### src/rtl/tty_tx_fifo_if.sv
// Memory-bus port of the buffered stdout peripheral: request/response signals
// shared between the core (master) and the peripheral (slave).
`timescale 1ns/1ps
interface tty_tx_fifo_if;
  logic [31:0] addr;
  logic [2:0]  size;
  logic        valid;
  logic        write;
  logic [31:0] wdata;
  logic [31:0] rdata;
  logic        ready;

  modport master (output addr, size, valid, write, wdata, input rdata, ready);
  modport slave  (input addr, size, valid, write, wdata, output rdata, ready);
endinterface

### src/rtl/tty_tx_fifo.sv
// Buffered stdout peripheral: bus-written bytes queue in a FIFO and drain as
// 8N1 frames on tx. Define TTY_TX_FIFO_CRLF_EN to expand each LF into CR+LF.
`timescale 1ns/1ps
module tty_tx_fifo #(
  parameter logic [31:0] BASE         = 32'h3000,
  parameter int          DEPTH        = 16,
  parameter int          CLKS_PER_BIT = 4
) (
  input  logic          clk,
  input  logic          rst,
  tty_tx_fifo_if.slave  bus,
  output logic          tx,
  output logic          busy
);

  localparam int AW = $clog2(DEPTH);
  localparam int PW = AW + 1;
  localparam int BW = (CLKS_PER_BIT > 1) ? $clog2(CLKS_PER_BIT) : 1;
  localparam logic [BW-1:0] BAUD_LAST = BW'(CLKS_PER_BIT - 1);

  typedef enum logic [2:0] {
    IDLE,
    START,
    DATA,
    STOP
`ifdef TTY_TX_FIFO_CRLF_EN
    , CR
`endif
  } state_t;

  state_t          state;
  logic [BW-1:0]   baud_cnt;
  logic [2:0]      bit_cnt;
  logic [7:0]      shreg;
  logic [7:0]      mem [DEPTH];
  logic [PW-1:0]   wptr, rptr, level;
  logic            full, empty;
  logic            hit_data, hit_stat, accept, push, pop;
  logic [7:0]      head;
  logic [31:0]     status;
  logic            unused_bits;

  assign level    = wptr - rptr;
  assign full     = (level == PW'(DEPTH));
  assign empty    = (level == '0);
  assign head     = mem[rptr[AW-1:0]];
  assign busy     = (state != IDLE) || !empty;
  assign hit_data = (bus.addr == BASE);
  assign hit_stat = (bus.addr == BASE + 32'd4);
  assign pop      = (state == IDLE) && !empty;

  // A write to a full FIFO may still go in when the same edge pops the head.
  assign accept = bus.valid && (hit_data || hit_stat) && !bus.ready &&
                  !(hit_data && bus.write && full && !pop);
  assign push   = accept && hit_data && bus.write;
  assign status = {16'b0, 8'(level), 5'b0, busy, full, empty};

  assign unused_bits = ^{bus.size, bus.wdata[31:8]};

  // NOTE: the storage array has no reset; pointers alone define what is valid,
  // so clearing the entries would only cost reset fan-out.
  always_ff @(posedge clk) begin
    if (push) mem[wptr[AW-1:0]] <= bus.wdata[7:0];
  end

  // NOTE: every clocked block uses non-blocking assignments so all registers
  // update from the same pre-edge values, regardless of statement order.
  always_ff @(posedge clk or posedge rst) begin
    if (rst) begin
      wptr      <= '0;
      rptr      <= '0;
      bus.ready <= 1'b0;
      bus.rdata <= '0;
    end else begin
      if (push) wptr <= wptr + 1'b1;
      if (pop)  rptr <= rptr + 1'b1;
      bus.ready <= accept;
      bus.rdata <= (accept && hit_stat && !bus.write) ? status : '0;
    end
  end

`ifdef TTY_TX_FIFO_CRLF_EN
  logic lf_pending;
`endif

  always_ff @(posedge clk or posedge rst) begin
    if (rst) begin
      state    <= IDLE;
      tx       <= 1'b1;
      baud_cnt <= '0;
      bit_cnt  <= '0;
      shreg    <= '0;
`ifdef TTY_TX_FIFO_CRLF_EN
      lf_pending <= 1'b0;
`endif
    end else begin
      case (state)
        IDLE: begin
          if (!empty) begin
            shreg    <= head;
`ifdef TTY_TX_FIFO_CRLF_EN
            if (head == 8'h0A) begin
              shreg      <= 8'h0D;
              lf_pending <= 1'b1;
            end
`endif
            tx       <= 1'b0;
            baud_cnt <= '0;
            state    <= START;
          end
        end
        START: begin
          if (baud_cnt == BAUD_LAST) begin
            baud_cnt <= '0;
            bit_cnt  <= '0;
            tx       <= shreg[0];
            state    <= DATA;
          end else begin
            baud_cnt <= baud_cnt + 1'b1;
          end
        end
        DATA: begin
          if (baud_cnt == BAUD_LAST) begin
            baud_cnt <= '0;
            if (bit_cnt == 3'd7) begin
              tx    <= 1'b1;
              state <= STOP;
            end else begin
              bit_cnt <= bit_cnt + 1'b1;
              shreg   <= {1'b0, shreg[7:1]};
              tx      <= shreg[1];
            end
          end else begin
            baud_cnt <= baud_cnt + 1'b1;
          end
        end
        STOP: begin
          if (baud_cnt == BAUD_LAST) begin
            baud_cnt <= '0;
            state    <= IDLE;
`ifdef TTY_TX_FIFO_CRLF_EN
            if (lf_pending) state <= CR;
`endif
          end else begin
            baud_cnt <= baud_cnt + 1'b1;
          end
        end
`ifdef TTY_TX_FIFO_CRLF_EN
        // One-cycle gap between the CR frame and the LF frame it precedes.
        CR: begin
          shreg      <= 8'h0A;
          lf_pending <= 1'b0;
          tx         <= 1'b0;
          baud_cnt   <= '0;
          state      <= START;
        end
`endif
        default: state <= IDLE;
      endcase
    end
  end

endmodule
### src/flat_wrapper.sv
// flat-port wrapper written by rule: the top's interface ports become plain ports
module tty_tx_fifo_flat 
#(
  parameter logic [31:0] BASE         = 32'h3000,
  parameter int          DEPTH        = 16,
  parameter int          CLKS_PER_BIT = 4
)
  (clk, rst, tx, busy, bus_addr, bus_size, bus_valid, bus_write, bus_wdata, bus_rdata, bus_ready);
  tty_tx_fifo_if bus_i ();
  input  logic clk;
  input  logic rst;
  output logic tx;
  output logic busy;
  input wire logic [$bits(bus_i.addr)-1:0] bus_addr;
  input wire logic [$bits(bus_i.size)-1:0] bus_size;
  input wire logic [$bits(bus_i.valid)-1:0] bus_valid;
  input wire logic [$bits(bus_i.write)-1:0] bus_write;
  input wire logic [$bits(bus_i.wdata)-1:0] bus_wdata;
  output wire logic [$bits(bus_i.rdata)-1:0] bus_rdata;
  output wire logic [$bits(bus_i.ready)-1:0] bus_ready;
  assign bus_i.addr = bus_addr;
  assign bus_i.size = bus_size;
  assign bus_i.valid = bus_valid;
  assign bus_i.write = bus_write;
  assign bus_i.wdata = bus_wdata;
  assign bus_rdata = bus_i.rdata;
  assign bus_ready = bus_i.ready;
  tty_tx_fifo #(.BASE(BASE), .DEPTH(DEPTH), .CLKS_PER_BIT(CLKS_PER_BIT)) u_core (.clk(clk), .rst(rst), .bus(bus_i), .tx(tx), .busy(busy));
endmodule
### config.mk
export PLATFORM = sky130hd
export DESIGN_NAME = tty_tx_fifo_flat
export DESIGN_NICKNAME = d
export VERILOG_FILES = /design/src/rtl/tty_tx_fifo_if.sv /design/src/rtl/tty_tx_fifo.sv /design/src/flat_wrapper.sv
export SDC_FILE = /design/constraint.sdc
export NUM_CORES = 1
export LEC_CHECK = 0
export ABC_AREA = 1
export CORE_ASPECT_RATIO = 2
export CORE_MARGIN = 4
export CORE_UTILIZATION = 55
export DETAILED_ROUTE_END_ITERATION = 8
export PLACE_DENSITY = 0.8
export SLEW_MARGIN = 0
export SYNTH_ARGS = -nofsm -noshare
export SYNTH_HDL_FRONTEND = slang
export SYNTH_SLANG_ARGS = --single-unit
### constraint.sdc
create_clock -name clk -period 3.15 [get_ports clk]
set_input_delay 0.7875 -clock clk [delete_from_list [all_inputs] [get_ports clk]]
set_output_delay 0.7875 -clock clk [all_outputs]
set_load 0.05 [all_outputs]
* Word-level counts from Yosys, hierarchy flattened
Memories as Yosys holds them, arrays and structs flattened. Cells that the tools add are included.
Storage, ports and cells: memories 1, input port bits 71, memory bits (writable) 128, output and inout port bits 35, register bits after elaboration 60
Cells by class: muxes and demuxes 24, reductions and logical operators 31, $add $sub $neg 5, eq/ne operators 14
Memories:
- u_core.mem | depth 16, width 8, read ports 1, clocked after memory_dff 0, write ports 1, line tty_tx_fifo.sv:35 | logic [7:0] mem [DEPTH];
Operator list (count):
- $eq A32 B14 Y1 const B | 2
- $mux W8 | 3
- $mux W3 | 7
- $pmux W8 S2 | 1
- $mux W13 | 1
- $pmux W3 S4 | 1
- $reduce_and A4 Y1 | 3
- $logic_and A1 B1 Y1 | 11
- $add A5 B1 Y5 const B | 2
- $ne A2 B1 Y1 const B | 4
- $eq A3 B2 Y1 const B | 2
- $mux W1 | 6
- $pmux W3 S2 | 1
- $reduce_bool A2 Y1 | 3
- $reduce_bool A3 Y1 | 2
- $eq A5 B5 Y1 const B | 1
- $logic_not A1 Y1 | 5
- $logic_not A5 Y1 | 1
- $reduce_and A5 Y1 | 1
- $sub A5 B5 Y5 | 1
- $mux W2 | 2
- $ne A2 B2 Y1 const B | 2
- $pmux W2 S2 | 1
- $add A3 B1 Y3 const B | 1
- other kinds (9) | 10

* Logic depth before layout (Yosys ltp)
depth in word-level cells 12, depth in mapped cells 17

* Worst setup path after synthesis
Ideal clock, no wire load.
kind reg-to-reg, start point reg u_core.wptr[0], end point mem u_core.mem[3][0] (enable), stages on the path, launching flop included 16, required time 2780 ps, setup slack 353 ps, arrival 2427 ps, cells stage by stage dfrtp_1 -> inv_1 -> ha_1 -> inv_1 -> fa_1 -> nand2_1 -> clkinv_1 -> nor2_1 -> nor2_2 -> nand3_2 -> nor2_1 -> nand3_1 -> nand3_4 -> inv_4 -> nand2_1 -> nor2_1
On the way: longest elaborated chain between the ends 12, elaborated cells on any way between the ends 14, those cells by class add/sub: 1; eq/ne: 1; mux: 2; reduce/logical: 10
RTL lines:
- start: declaration | line tty_tx_fifo.sv:36 | logic [PW-1:0] wptr, rptr, level;
- start signal: assignment | line tty_tx_fifo.sv:75 | if (push) wptr <= wptr + 1'b1;
- $sub A5 B5 Y5 | line tty_tx_fifo.sv:43 | assign level = wptr - rptr;
- $logic_not A5 Y1 | line tty_tx_fifo.sv:45 | assign empty = (level == '0);
- $logic_not A1 Y1 | line tty_tx_fifo.sv:50 | assign pop = (state == IDLE) && !empty;
- $logic_and A1 B1 Y1 | line tty_tx_fifo.sv:50
- $logic_not A1 Y1 | line tty_tx_fifo.sv:54 | !(hit_data && bus.write && full && !pop);
- $logic_and A1 B1 Y1 | line tty_tx_fifo.sv:54
- $logic_not A1 Y1 | line tty_tx_fifo.sv:54
- $logic_and A1 B1 Y1 | line tty_tx_fifo.sv:53 | assign accept = bus.valid && (hit_data || hit_stat) && !bus.ready &&
- $logic_and A1 B1 Y1 (2 in series) | line tty_tx_fifo.sv:55 | assign push = accept && hit_data && bus.write;
- $mux W1 | line tty_tx_fifo.sv:63 | if (push) mem[wptr[AW-1:0]] <= bus.wdata[7:0];
- $mux W1 (not written as such) | line tty_tx_fifo.sv:63
- end: declaration | line tty_tx_fifo.sv:35
Parallel ways exist; a longest one is shown, timed or not.

* Worst setup path in the final report
start point reg u_core.rptr[2], end point out busy
On the way: longest elaborated chain between the ends 4
RTL lines:
- start: declaration | line tty_tx_fifo.sv:36
- start signal: assignment | line tty_tx_fifo.sv:76 | if (pop) rptr <= rptr + 1'b1;
- $sub A5 B5 Y5 | line tty_tx_fifo.sv:43
- $logic_not A5 Y1 | line tty_tx_fifo.sv:45
- $logic_not A1 Y1 | line tty_tx_fifo.sv:47 | assign busy = (state != IDLE) || !empty;
- $logic_or A1 B1 Y1 | line tty_tx_fifo.sv:47
- end: declaration | line flat_wrapper.sv:13 | output logic busy;
No other way between the ends.

==> results.py <==
metrics = {
    "global_route": {
        "grt_util_met3_pct": 3.44,
        "grt_usage_pct": 22.1,
        "grt_pass1_vias": 5548,
        "antenna_found_initial": 0,
        "grt_pass1_wl_mm": 26.6,
        "grt_overflow": 0,
        "use_met1_pct": 21.9,
        "use_met2_pct": 43.7,
        "grt_max_degree": 69,
        "busiest_layer": "met2",
    },
    "timing": {
        "setup_violations": 0,
        "period_share_pct": 99.6,
        "worst_slew_pin_slew_ns": 0.704,
        "hold_viol_final": 0,
        "fmax_mhz": 319,
        "finalMaxSlewViolations": 0,
        "slew_headroom_pct": 53.0,
        "fin_crit_ns": 3.14,
        "clock_skew_ns": 0.0100,
    },
    "cts": {
        "cts_max_level": 4,
        "clock-sinks": 163,
        "clockBufferDepth": 2,
        "insertion_delay_ns": 0.43,
        "path_clk_slew_ns": 0.06,
        "clock-root-buffer": "clkbuf_16",
        "cts_made_buffers": 17,
        "cts_tree": "built",
    },
    "layout": {
        "finalInstanceArea_sq_um": 8790,
        "fillers": 921,
        "diodes": 0,
        "drive_gt1_share_pct": 12.2,
        "syn2layout_area_growth_pct": 18.7,
        "final_nets": 863,
        "fin_util_pct": 66.9,
    },
    "drt": {
        "routed_wl_mm": 16.9,
        "dr.pass1.iters": 5,
        "post-route-drc-count": 0,
        "via_per_inst": 5.73,
        "vias": 5389,
        "drt_iter0_markers": 361,
        "drtAntennaViolNets": 0,
        "wire_per_inst_um": 18.0,
    },
    "die": {
        "coreArea_sq_um": 13100,
        "die_w_um": 90.1,
        "pin_count": 106,
        "start_util_pct": 56.4,
        "die_h_um": 172,
        "dieArea_sq_um": 15500,
        "rows": 59,
    },
    "worst_setup_path": {
        "start_kind": "register",
        "required_ns": 2.36,
        "critPathArrivalTime_ns": 2.35,
        "end_kind": "output pin",
        "critical_path_class": "reg2out",
        "path_max_fanout": 5,
    },
    "synthesis": {
        "synth.area.top_cells": "edfxtp_1 (52%), dfrtp_1 (11%), nor2_1 (7.3%)",
        "syn_area_sq_um": 7410,
        "ys_warn_count": 0,
        "synth_top_area_share_pct": 51.9,
        "yosysSeqAreaShare_pct": 63.7,
        "synth-seq-cells": 163,
        "synth_common_cells": "nor2_1 (145), edfxtp_1 (128), o21ai_0 (87)",
        "avgSynthCellArea_sq_um": 10.7,
        "synth_area_leader_cell": "edfxtp_1",
        "synthFlopType": "edfxtp_1",
        "synth.most_common_cell": "nor2_1",
        "synth_enable_flop_cells": 128,
        "synthDistinctLibCells": 38,
        "synth_cells": 695,
        "synthArstFlopShare_pct": 21.5,
    },
    "power": {
        "leakage_nw": 3.38,
        "ir_drop_uv": 495,
        "powerDensity_nw_per_um2": 513,
    },
    "placement": {
        "dpl.hpwl_mm": 11.2,
        "gp_congestion": 0.892,
        "port_buffers": 54,
        "placed_area_sq_um": 8110,
    },
    "outcome": {
        "status": "finished clean",
    },
    "run": {
        "drv_cap": 0,
    },
    "worst_hold_path": {
        "hold_class": "reg2reg",
    },
}
-- flip-flops by register name, indices dropped and copies added (netlist names) --
name	cells
u_core.bus.rdata	8
u_core.tx	1
u_core.wptr	5
u_core.shreg	8
u_core.mem	128
u_core.bit_cnt	3
u_core.state	2
u_core.baud_cnt	2
u_core.rptr	5
u_core.bus.ready	1
-- cells in the final DEF, fill, tap and decap left out, types with 6 or more instances in the layout --
cell type,n
nor2_1,144
edfxtp_1,128
o21ai_0,87
nand2_1,84
clkdlybuf4s50_1,53
inv_1,37
buf_4,33
dfrtp_1,33
conb_1,24
nand3_1,22
clkbuf_16,17
o211ai_1,16
ha_1,15
o22ai_1,13
a21oi_1,10
nor2_2,8
inv_6,7
xor2_1,6
-- path summary, 6_finish.rpt --
path,end,from,slack (ns),cells after the start
worst min register to register,u_core.shreg[7]$_DFFE_PP0P_,u_core.shreg[7]$_DFFE_PP0P_,0.49,2
min in group asynchronous,u_core.bus.ready$_DFF_PP0_,rst,0.70,3
worst max-delay path,busy,u_core.rptr[2]$_DFFE_PP0P_,0.01,9
worst max register to register,u_core.mem[9][5]$_DFFE_PP_,u_core.wptr[0]$_DFFE_PP0P_,0.14,18
worst min-delay path,u_core.shreg[7]$_DFFE_PP0P_,u_core.shreg[7]$_DFFE_PP0P_,0.49,2
max in group asynchronous,u_core.rptr[0]$_DFFE_PP0P_,rst,2.18,3
-- metrics by stage --
| stage | hold WS [ns] | std cells | setup slack, ns | power [mW] | setup TNS (ns) |
|---|---|---|---|---|---|
| final | 0.488 | 940 | 0.0125 | 4.51 | 0 |
| after global routing | 0.526 | 940 | -0.0750 | 4.63 | -0.383 |
| after CTS | 0.490 | 937 | 0.0317 | 4.52 | 0 |
| after detailed placement | 0.468 | 900 | 0.151 | 2.53 | 0 |
| after global placement | 0.462 | 900 | 0.200 | 2.53 | 0 |
| after floorplan | 0.444 | 718 | 0.353 | 2.47 | 0 |
-- where the power goes --
part             switching (mW)  internal [mW]  leakage (nW)
combinational             0.112         0.0525          1.52
clock                     0.902           1.13         0.291
sequential     0.00000000000528           2.32          1.58
-- cell families (layout without fill, tap and decap cells) --
family,count (synthesis),count (layout),synth area share (%)
buffers and inverters,91,161,6.21
and+or+nand+nor,281,281,16.2
other,1,24,0.0506
adders and majority gates,17,17,2.97
DFF,163,163,63.7
AOI/OAI and AO/OA,135,135,10.0
xor gates and xnor gates,7,7,0.827
-- metal layers --
metal | wire, um | vias up
met5 | 0 | -
li1 | - | 2506
met3 | 985 | 52
met4 | 641 | 0
met1 | 5620 | 2574
met2 | 9690 | 257
-- repair_timing --
item                                    4_1_cts  5_1_grt
endpoints found under the setup margin        1        1
setup buffers                                 5        3
hold buffers                                  0        0
pin swaps                                     2        5
cloned                                        0        0
resized for setup                             6        3
-- cell type report --
| type | count | area (sq um) | area share, % |
|---|---|---|---|
| clock buffers | 17 | 425 | 4.84 |
| clock inverters | 15 | 164 | 1.86 |
| inverters | 42 | 160 | 1.82 |
| multi-input cells | 464 | 2340 | 26.6 |
| flip-flops and latches | 163 | 4720 | 53.7 |
| well taps | 152 | 190 | 2.16 |
| repair buffers | 87 | 793 | 9.02 |
-- critical path, cell delays in order (launching register included) --
cell and delay (ns):
dfrtp_1 0.38, inv_1 0.17, ha_1 0.35, a21oi_1 0.30, nand2_1 0.13, nand2_1 0.13
nand3_2 0.12, nor2_4 0.15, nand2_4 0.07, buf_8 0.15
No activity file was read; power rests on OpenSTA's default activity.
